## config.mk

```make
export PLATFORM = sky130hd
export DESIGN_NAME = fc_argmax_seq_flat
export DESIGN_NICKNAME = d
export VERILOG_FILES = /design/src/rtl/fc_pkg.sv /design/src/rtl/fc_argmax_seq_if.sv /design/src/rtl/fc_argmax_seq.sv /design/src/flat_wrapper.sv
export SDC_FILE = /design/constraint.sdc
export NUM_CORES = 1
export LEC_CHECK = 0
export ABC_AREA = 1
export BUFFER_PORTS_ARGS = -buffer_cell sky130_fd_sc_hd__buf_2
export CAP_MARGIN = 20
export CORE_ASPECT_RATIO = 0.6
export CORE_UTILIZATION = 47
export DETAILED_ROUTE_END_ITERATION = 8
export PLACE_DENSITY_LB_ADDON = 0.15
export RECOVER_POWER = 100
export SLEW_MARGIN = 10
export SYNTH_ARGS = -nofsm -noshare
export SYNTH_HDL_FRONTEND = slang
export SYNTH_SLANG_ARGS = --single-unit
```

## constraint.sdc

```tcl
create_clock -name clk -period 1.81 [get_ports clk]
set_input_delay 0.2715 -clock clk [delete_from_list [all_inputs] [get_ports clk]]
set_output_delay 0.2715 -clock clk [all_outputs]
set_load 0.05 [all_outputs]
```

## src/rtl/fc_pkg.sv

```systemverilog
// Shared types and defaults for the fully-connected classifier datapath.
package fc_pkg;

    localparam int FC_WORD_SIZE = 16;
    localparam int FC_INT_SLICE = 8;
    localparam int NUM_CLASSES_L2 = 10;

    typedef logic signed [FC_WORD_SIZE-1:0] score_t;

    typedef enum logic [1:0] {
        IDLE,
        COLLECT,
        HOLD
    } argmax_state_t;

endpackage

```

## src/rtl/fc_argmax_seq_if.sv

```systemverilog
// Score stream in, class result out, plus status flags.
interface fc_argmax_seq_if #(
    parameter int WORD_SIZE = 16,
    parameter int IDX_W = 4
);

    logic start;
    logic in_valid;
    logic [WORD_SIZE-1:0] in_data;
    logic in_ready;
    logic [IDX_W-1:0] result;
    logic [WORD_SIZE-1:0] max_value;
    logic result_valid;
    logic result_ack;
    logic busy;
    logic protocol_err;

    modport master (
        output start, in_valid, in_data, result_ack,
        input in_ready, result, max_value, result_valid, busy, protocol_err
    );

    modport slave (
        input start, in_valid, in_data, result_ack,
        output in_ready, result, max_value, result_valid, busy, protocol_err
    );

endinterface

```

## src/rtl/fc_argmax_seq.sv

```systemverilog
// Serial argmax over the layer-2 scores with a held, acknowledged result.
module fc_argmax_seq
    import fc_pkg::*;
#(
    parameter int WORD_SIZE = FC_WORD_SIZE,
    parameter int INT_SLICE = FC_INT_SLICE,
    parameter int NUM_CLASSES = NUM_CLASSES_L2
) (
    input logic clk,
    input logic rst,
    fc_argmax_seq_if.slave bus
);

    localparam int IDX_W = $clog2(NUM_CLASSES);

    if (NUM_CLASSES < 2 || NUM_CLASSES > 16 || INT_SLICE > WORD_SIZE) begin : g_bad_cfg
        $error("fc_argmax_seq: illegal parameter set");
    end

    argmax_state_t state, state_nx;
    logic [IDX_W-1:0] count, count_nx;
    logic [IDX_W-1:0] result_q, result_nx;
    logic signed [WORD_SIZE-1:0] max_q, max_nx;
    logic err_q, err_nx;
    logic valid_q, busy_q;
    logic accept, last;

    assign bus.in_ready = (state == COLLECT);
    assign accept = bus.in_valid && bus.in_ready;
    assign last = (count == IDX_W'(NUM_CLASSES - 1));

    always_ff @(posedge clk or posedge rst) begin
        if (rst) begin
            state <= IDLE;
            count <= '0;
            result_q <= '0;
            max_q <= '0;
            err_q <= 1'b0;
            valid_q <= 1'b0;
            busy_q <= 1'b0;
        end else begin
            state <= state_nx;
            count <= count_nx;
            result_q <= result_nx;
            max_q <= max_nx;
            err_q <= err_nx;
            valid_q <= (state_nx == HOLD);
            busy_q <= (state_nx != IDLE);
        end
    end

    always_comb begin
        state_nx = state;
        count_nx = count;
        result_nx = result_q;
        max_nx = max_q;
        err_nx = err_q;
        unique case (state)
            IDLE: begin
                if (bus.start) begin
                    state_nx = COLLECT;
                    count_nx = '0;
                    err_nx = 1'b0;
                end
            end
            COLLECT: begin
                if (accept) begin
                    // beat 0 always seeds; later beats need strictly greater
                    if (count == '0 || $signed(bus.in_data) > max_q) begin
                        max_nx = bus.in_data;
                        result_nx = count;
                    end
                    if (last) begin
                        state_nx = HOLD;
                    end else begin
                        count_nx = count + 1'b1;
                    end
                end
            end
            HOLD: begin
                if (bus.result_ack) begin
                    if (bus.start) begin
                        state_nx = COLLECT;
                        count_nx = '0;
                        err_nx = 1'b0;
                    end else begin
                        state_nx = IDLE;
                    end
                end
            end
            default: state_nx = IDLE;
        endcase
        if (bus.in_valid && !bus.in_ready) begin
            err_nx = 1'b1;
        end
    end

    assign bus.result = result_q;
    assign bus.max_value = max_q;
    assign bus.result_valid = valid_q;
    assign bus.busy = busy_q;
    assign bus.protocol_err = err_q;

endmodule

```

## src/flat_wrapper.sv

```systemverilog
// flat-port wrapper written by rule: the top's interface ports become plain ports
module fc_argmax_seq_flat import fc_pkg::*;
#(
    parameter int WORD_SIZE = FC_WORD_SIZE,
    parameter int INT_SLICE = FC_INT_SLICE,
    parameter int NUM_CLASSES = NUM_CLASSES_L2
)
  (clk, rst, bus_start, bus_in_valid, bus_in_data, bus_result_ack, bus_in_ready, bus_result, bus_max_value, bus_result_valid, bus_busy, bus_protocol_err);
  fc_argmax_seq_if #(.WORD_SIZE(WORD_SIZE)) bus_i ();
  input logic clk;
  input logic rst;
  input wire logic [$bits(bus_i.start)-1:0] bus_start;
  input wire logic [$bits(bus_i.in_valid)-1:0] bus_in_valid;
  input wire logic [$bits(bus_i.in_data)-1:0] bus_in_data;
  input wire logic [$bits(bus_i.result_ack)-1:0] bus_result_ack;
  output wire logic [$bits(bus_i.in_ready)-1:0] bus_in_ready;
  output wire logic [$bits(bus_i.result)-1:0] bus_result;
  output wire logic [$bits(bus_i.max_value)-1:0] bus_max_value;
  output wire logic [$bits(bus_i.result_valid)-1:0] bus_result_valid;
  output wire logic [$bits(bus_i.busy)-1:0] bus_busy;
  output wire logic [$bits(bus_i.protocol_err)-1:0] bus_protocol_err;
  assign bus_i.start = bus_start;
  assign bus_i.in_valid = bus_in_valid;
  assign bus_i.in_data = bus_in_data;
  assign bus_i.result_ack = bus_result_ack;
  assign bus_in_ready = bus_i.in_ready;
  assign bus_result = bus_i.result;
  assign bus_max_value = bus_i.max_value;
  assign bus_result_valid = bus_i.result_valid;
  assign bus_busy = bus_i.busy;
  assign bus_protocol_err = bus_i.protocol_err;
  fc_argmax_seq #(.WORD_SIZE(WORD_SIZE), .INT_SLICE(INT_SLICE), .NUM_CLASSES(NUM_CLASSES)) u_core (.clk(clk), .rst(rst), .bus(bus_i));
endmodule
```

== Yosys cells after proc, flatten, opt, wreduce, memory -nomap -nowiden ==
Index checks and enable logic that the tools add are counted.
Storage, ports and cells
  register bits: 29
  bits of input ports: 21
  output and inout bits: 24
  word-level logic and storage cells: 44
Operators by class
  add/subtract/negate cells: 1
  order comparisons: 1
  equal/unequal tests: 8
  multiplexer cells: 15
  reductions and logical operators: 12
Operator list (number)
  $gt 16x16->1: 1
  $mux 4: 4
  $pmux 4 s3: 1
  $mux 2: 4
  $ne 2x2->1 const B: 3
  $pmux 2 s3: 1
  $reduce_bool 3->1: 2
  $add 4x1->4 const B: 1
  $eq 2x2->1 const B: 2
  $eq 4x4->1 const B: 1
  $logic_not 4->1: 1
  $mux 1: 4
  $reduce_and 4->1: 1
  $ne 3x2->1 const B: 1
  $reduce_and 3->1: 1
  $eq 2x1->1 const B: 1
  $logic_and 1x1->1: 2
  $logic_not 2->1: 1
  $pmux 1 s2: 1
  $reduce_and 2->1: 1
  $reduce_bool 2->1: 1
  $logic_not 1->1: 1
  $logic_or 1x1->1: 1

== Longest topological paths before layout ==
  word-level depth: 5
  gate-level depth with buffers: 19
  gate-level depth less buffers: 18

== Worst setup path after synthesis ==
No wires, ideal clock.
  path kind: flip-flop to flip-flop
  start: register u_core.max_q[15], in the netlist u_core.bus.max_value[15]
  end: register u_core.max_q[0], in the netlist u_core.bus.max_value[0]
  library setup time: 0.119 ns
  arrival time: 1.994 ns
  data required time: 1.691 ns
  slack: -0.302 ns
  stages on the path, launching flop included: 14
  buffers on the path: 1
  period minus slack after synthesis: 2.112 ns
  cells stage by stage: dfrtp_1 -> inv_1 -> ha_1 -> a21oi_1 -> o21ai_0 -> a21oi_1 -> nand3_1 -> nand2_1 -> nand2_2 -> nand2_4 -> nand2_4 -> buf_6 -> nand2_2 -> nand2_1
On the way
  word-level cells in the longest chain between the ends: 3
RTL lines
  start, declared: line fc_argmax_seq.sv:23  | logic signed [WORD_SIZE-1:0] max_q, max_nx;
  start signal, assigned: line fc_argmax_seq.sv:45  | max_q <= max_nx;
  $gt 16x16->1: line fc_argmax_seq.sv:69  | if (count == '0 || $signed(bus.in_data) > max_q) begin
  $logic_or 1x1->1: line fc_argmax_seq.sv:69
  $reduce_and 3->1 (no source line)
Every way passes these cells.
A chain may end at the register's enable or synchronous reset.

== Worst setup path in the final report ==
  start: register u_core.max_q[5], in the netlist u_core.bus.max_value[5]
  end: register u_core.max_q[1], in the netlist u_core.bus.max_value[1]
The elaborated chain is that of the path after synthesis.

==> results.sh <==
export IMPL_routed_wl_um=4380
export IMPL_remaining_drc_errors=0
export IMPL_avgRoutedWirePerCell_um=13.3
export IMPL_drtIter0Drc=104
export IMPL_grt_overflow=0
export IMPL_synth_fp_nets=257
export IMPL_ys_warn_count=0
export IMPL_final_cell_mix="nand2_1, inv_1, clkbuf_1"
export IMPL_firstDrtPassIters=4
export IMPL_yosysSeqAreaShare=0.412
export IMPL_status="finished, violations left"
export IMPL_cts_tree="done"
export IMPL_regArea_um2=746
export IMPL_antennaDiodeCount=0
export IMPL_clock_latency_ns=0.28
export IMPL_cts_buffers=5
export IMPL_synth_compound_area_frac=0.0590
export IMPL_path_clk_slew_ns=0.07
export IMPL_finalHoldViolCount=0
export IMPL_antenna_found_initial=0
export IMPL_synth_simple_area_share=0.294
export IMPL_via_per_inst=4.98
export IMPL_synth_avg_cell_area_um2=8.11
export IMPL_rsz0062_at_grt="true"
export IMPL_finalCriticalPeriod_ns=1.87
export IMPL_postPlaceCellArea_mm2=0.00215
export IMPL_die_h_um=49.4
export IMPL_setup_violations=20
export IMPL_tightest_slew_ns=0.721
export IMPL_crit_type="reg -> reg"
export IMPL_cts_root_buffer="clkbuf_8"
export IMPL_die_w_um=81.0
export IMPL_h_tree_depth=2
export IMPL_postLayoutSetupSlackWorst_ns=-0.0576
export IMPL_violations="setup timing"
export IMPL_synthMuxAreaShare=0
export IMPL_reg2reg_depth=15
export IMPL_start_util=0.517
export IMPL_crit_arrival_ns=2.04
export IMPL_finalMaxSlewViolations=0
export IMPL_numClockSinks=29
export IMPL_required_ns=1.98
export IMPL_vias=1640
export IMPL_fmax_ghz=0.535
export IMPL_grt_max_degree=30
export IMPL_syn_to_final_growth_pct=40.3
export IMPL_whs_ns=0.173
export IMPL_clockBufferDepth=2
export IMPL_cp_start_kind="flop"
export IMPL_ys_types=21
export IMPL_crit_fanout=6
export IMPL_pin_count=45
export IMPL_final_cell_area_mm2=0.00247
export IMPL_final_nets=323
export IMPL_synthAdderAreaFrac=0.135
export IMPL_dieArea_mm2=0.00400
export IMPL_synth_top_family_by_area="simple AND/OR/NAND/NOR gates"
export IMPL_clock_skew_ns=0.00616
export IMPL_syn_inst=217
export IMPL_dp_hpwl_um=2760
export IMPL_endpoint_kind="flop"
export IMPL_n_fill_cell=271
export IMPL_rows=16
export IMPL_synth_xor_area_share=0
export IMPL_port_buffers=44
export IMPL_multiInputGateArea_mm2=0.00111
export IMPL_grt_pass1_wl_um=7300
export IMPL_grt_pass1_vias=1609
export IMPL_syn_area_mm2=0.00176
export IMPL_slew_headroom=0.520
export IMPL_min_path_type="in -> async"
export IMPL_ant_nets=0
export IMPL_grtUsageTotal=0.244
export IMPL_post_route_period_util=1.03
export IMPL_stdcell_count=329
export IMPL_dp_cells=314
export IMPL_drv_cap=0
export IMPL_coreArea_mm2=0.00340
export IMPL_ys_ff_latch=29
export IMPL_cts_hold_buf=0
export IMPL_drive_gt1_frac=0.437
export IMPL_place_gp_congestion=0.828
export IMPL_final_common_cell="nand2_1"
[metal layers]
| layer | global-route usage | vias up | wire length [um] | share of wire |
|---|---|---|---|---|
| met5 | 0 | - | 0 | 0 |
| li1 | - | 832 | - | - |
| met2 | 0.377 | 40 | 1940 | 0.44 |
| met4 | 0.0863 | 0 | 30 | 0.0069 |
| met3 | 0.0710 | 5 | 209 | 0.048 |
| met1 | 0.324 | 763 | 2200 | 0.50 |
[flip-flops by register name (all words and copies together) (netlist names)]
register and cells:
u_core.bus.result 4, u_core.bus.max_value 16, u_core.bus.protocol_err 1, u_core.bus.busy 1, u_core.count 4, u_core.bus.result_valid 1, u_core.state 2
[path summary, 6_finish.rpt]
| kind | from | end | slack [ns] |
|---|---|---|---|
| setup / recovery | u_core.bus.max_value[5]$_DFFE_PP0P_ | u_core.bus.max_value[1]$_DFFE_PP0P_ | -0.06 |
| hold / removal | rst | u_core.bus.max_value[12]$_DFFE_PP0P_ | 0.17 |
| setup reg to reg | u_core.bus.max_value[5]$_DFFE_PP0P_ | u_core.bus.max_value[1]$_DFFE_PP0P_ | -0.06 |
| hold reg to reg | u_core.bus.result[2]$_DFFE_PP0P_ | u_core.bus.result[2]$_DFFE_PP0P_ | 0.48 |
| max in group asynchronous | rst | u_core.bus.max_value[10]$_DFFE_PP0P_ | 1.12 |
| min in group clk | bus_in_data[10] | u_core.bus.max_value[10]$_DFFE_PP0P_ | 0.23 |
[timing repair]
action,4_1_cts,5_1_grt
gates cloned,3,0
buffers inserted,3,1
endpoints found under the setup margin,20,20
pin swaps,28,10
resized for setup,35,10
[cells in the mapped netlist]
library cell / number / area share
a21o_1: 1 / 0.0043
a21oi_1: 10 / 0.028
buf_6: 4 / 0.026
clkbuf_1: 2 / 0.0043
dfrtp_1: 29 / 0.41
ha_1: 19 / 0.14
inv_1: 32 / 0.068
inv_2: 1 / 0.0021
nand2_1: 56 / 0.12
nand2_2: 11 / 0.039
nand2_4: 2 / 0.013
nand3_1: 27 / 0.077
nand4_1: 2 / 0.0071
nor2_1: 6 / 0.013
nor2_4: 1 / 0.0064
nor3_1: 2 / 0.0057
nor3_2: 1 / 0.0057
nor3b_1: 1 / 0.0043
o21ai_0: 8 / 0.023
o22ai_1: 1 / 0.0036
or2_2: 1 / 0.0036
[cell type report]
class / count / share of cell area
well taps: 45 / 0.0228
clock buffers: 6 / 0.0294
clock inverters: 2 / 0.00405
multi-input cells: 150 / 0.448
flip-flops and latches: 29 / 0.302
inverters: 33 / 0.0502
repair buffers: 64 / 0.144
[worst max-delay path, stage by stage, from the launching register on]
cell	delay, ns
dfrtp_2	0.41
inv_2	0.07
ha_4	0.20
a21oi_2	0.15
nor2_1	0.06
nor2_1	0.09
nand2_1	0.05
nand2_1	0.07
nand2_1	0.05
nand2_1	0.06
nand2_1	0.06
nand2_2	0.10
nand2_8	0.10
buf_6	0.16
nand3_1	0.07
nand2_1	0.05
[through the flow]
stage / setup slack (ns) / setup TNS, ns / util
after CTS: -0.0293 / -0.301 / 0.724
final: -0.0576 / -0.834 / 0.726
after global placement: -0.0365 / -0.261 / 0.631
after detailed placement: -0.108 / -1.55 / 0.631
after floorplan: -0.0774 / -1.37 / -
after global routing: -0.194 / -3.51 / 0.726
[kinds of logic after synthesis]
family,count (synthesis)
simple gates,110
fa+ha+maj,19
flops,29
compound gates,20
buf+inv,39
Power is left out: the tool's default activity adds up to more than one toggle a clock period on the data nets, which glitch-free logic cannot reach.
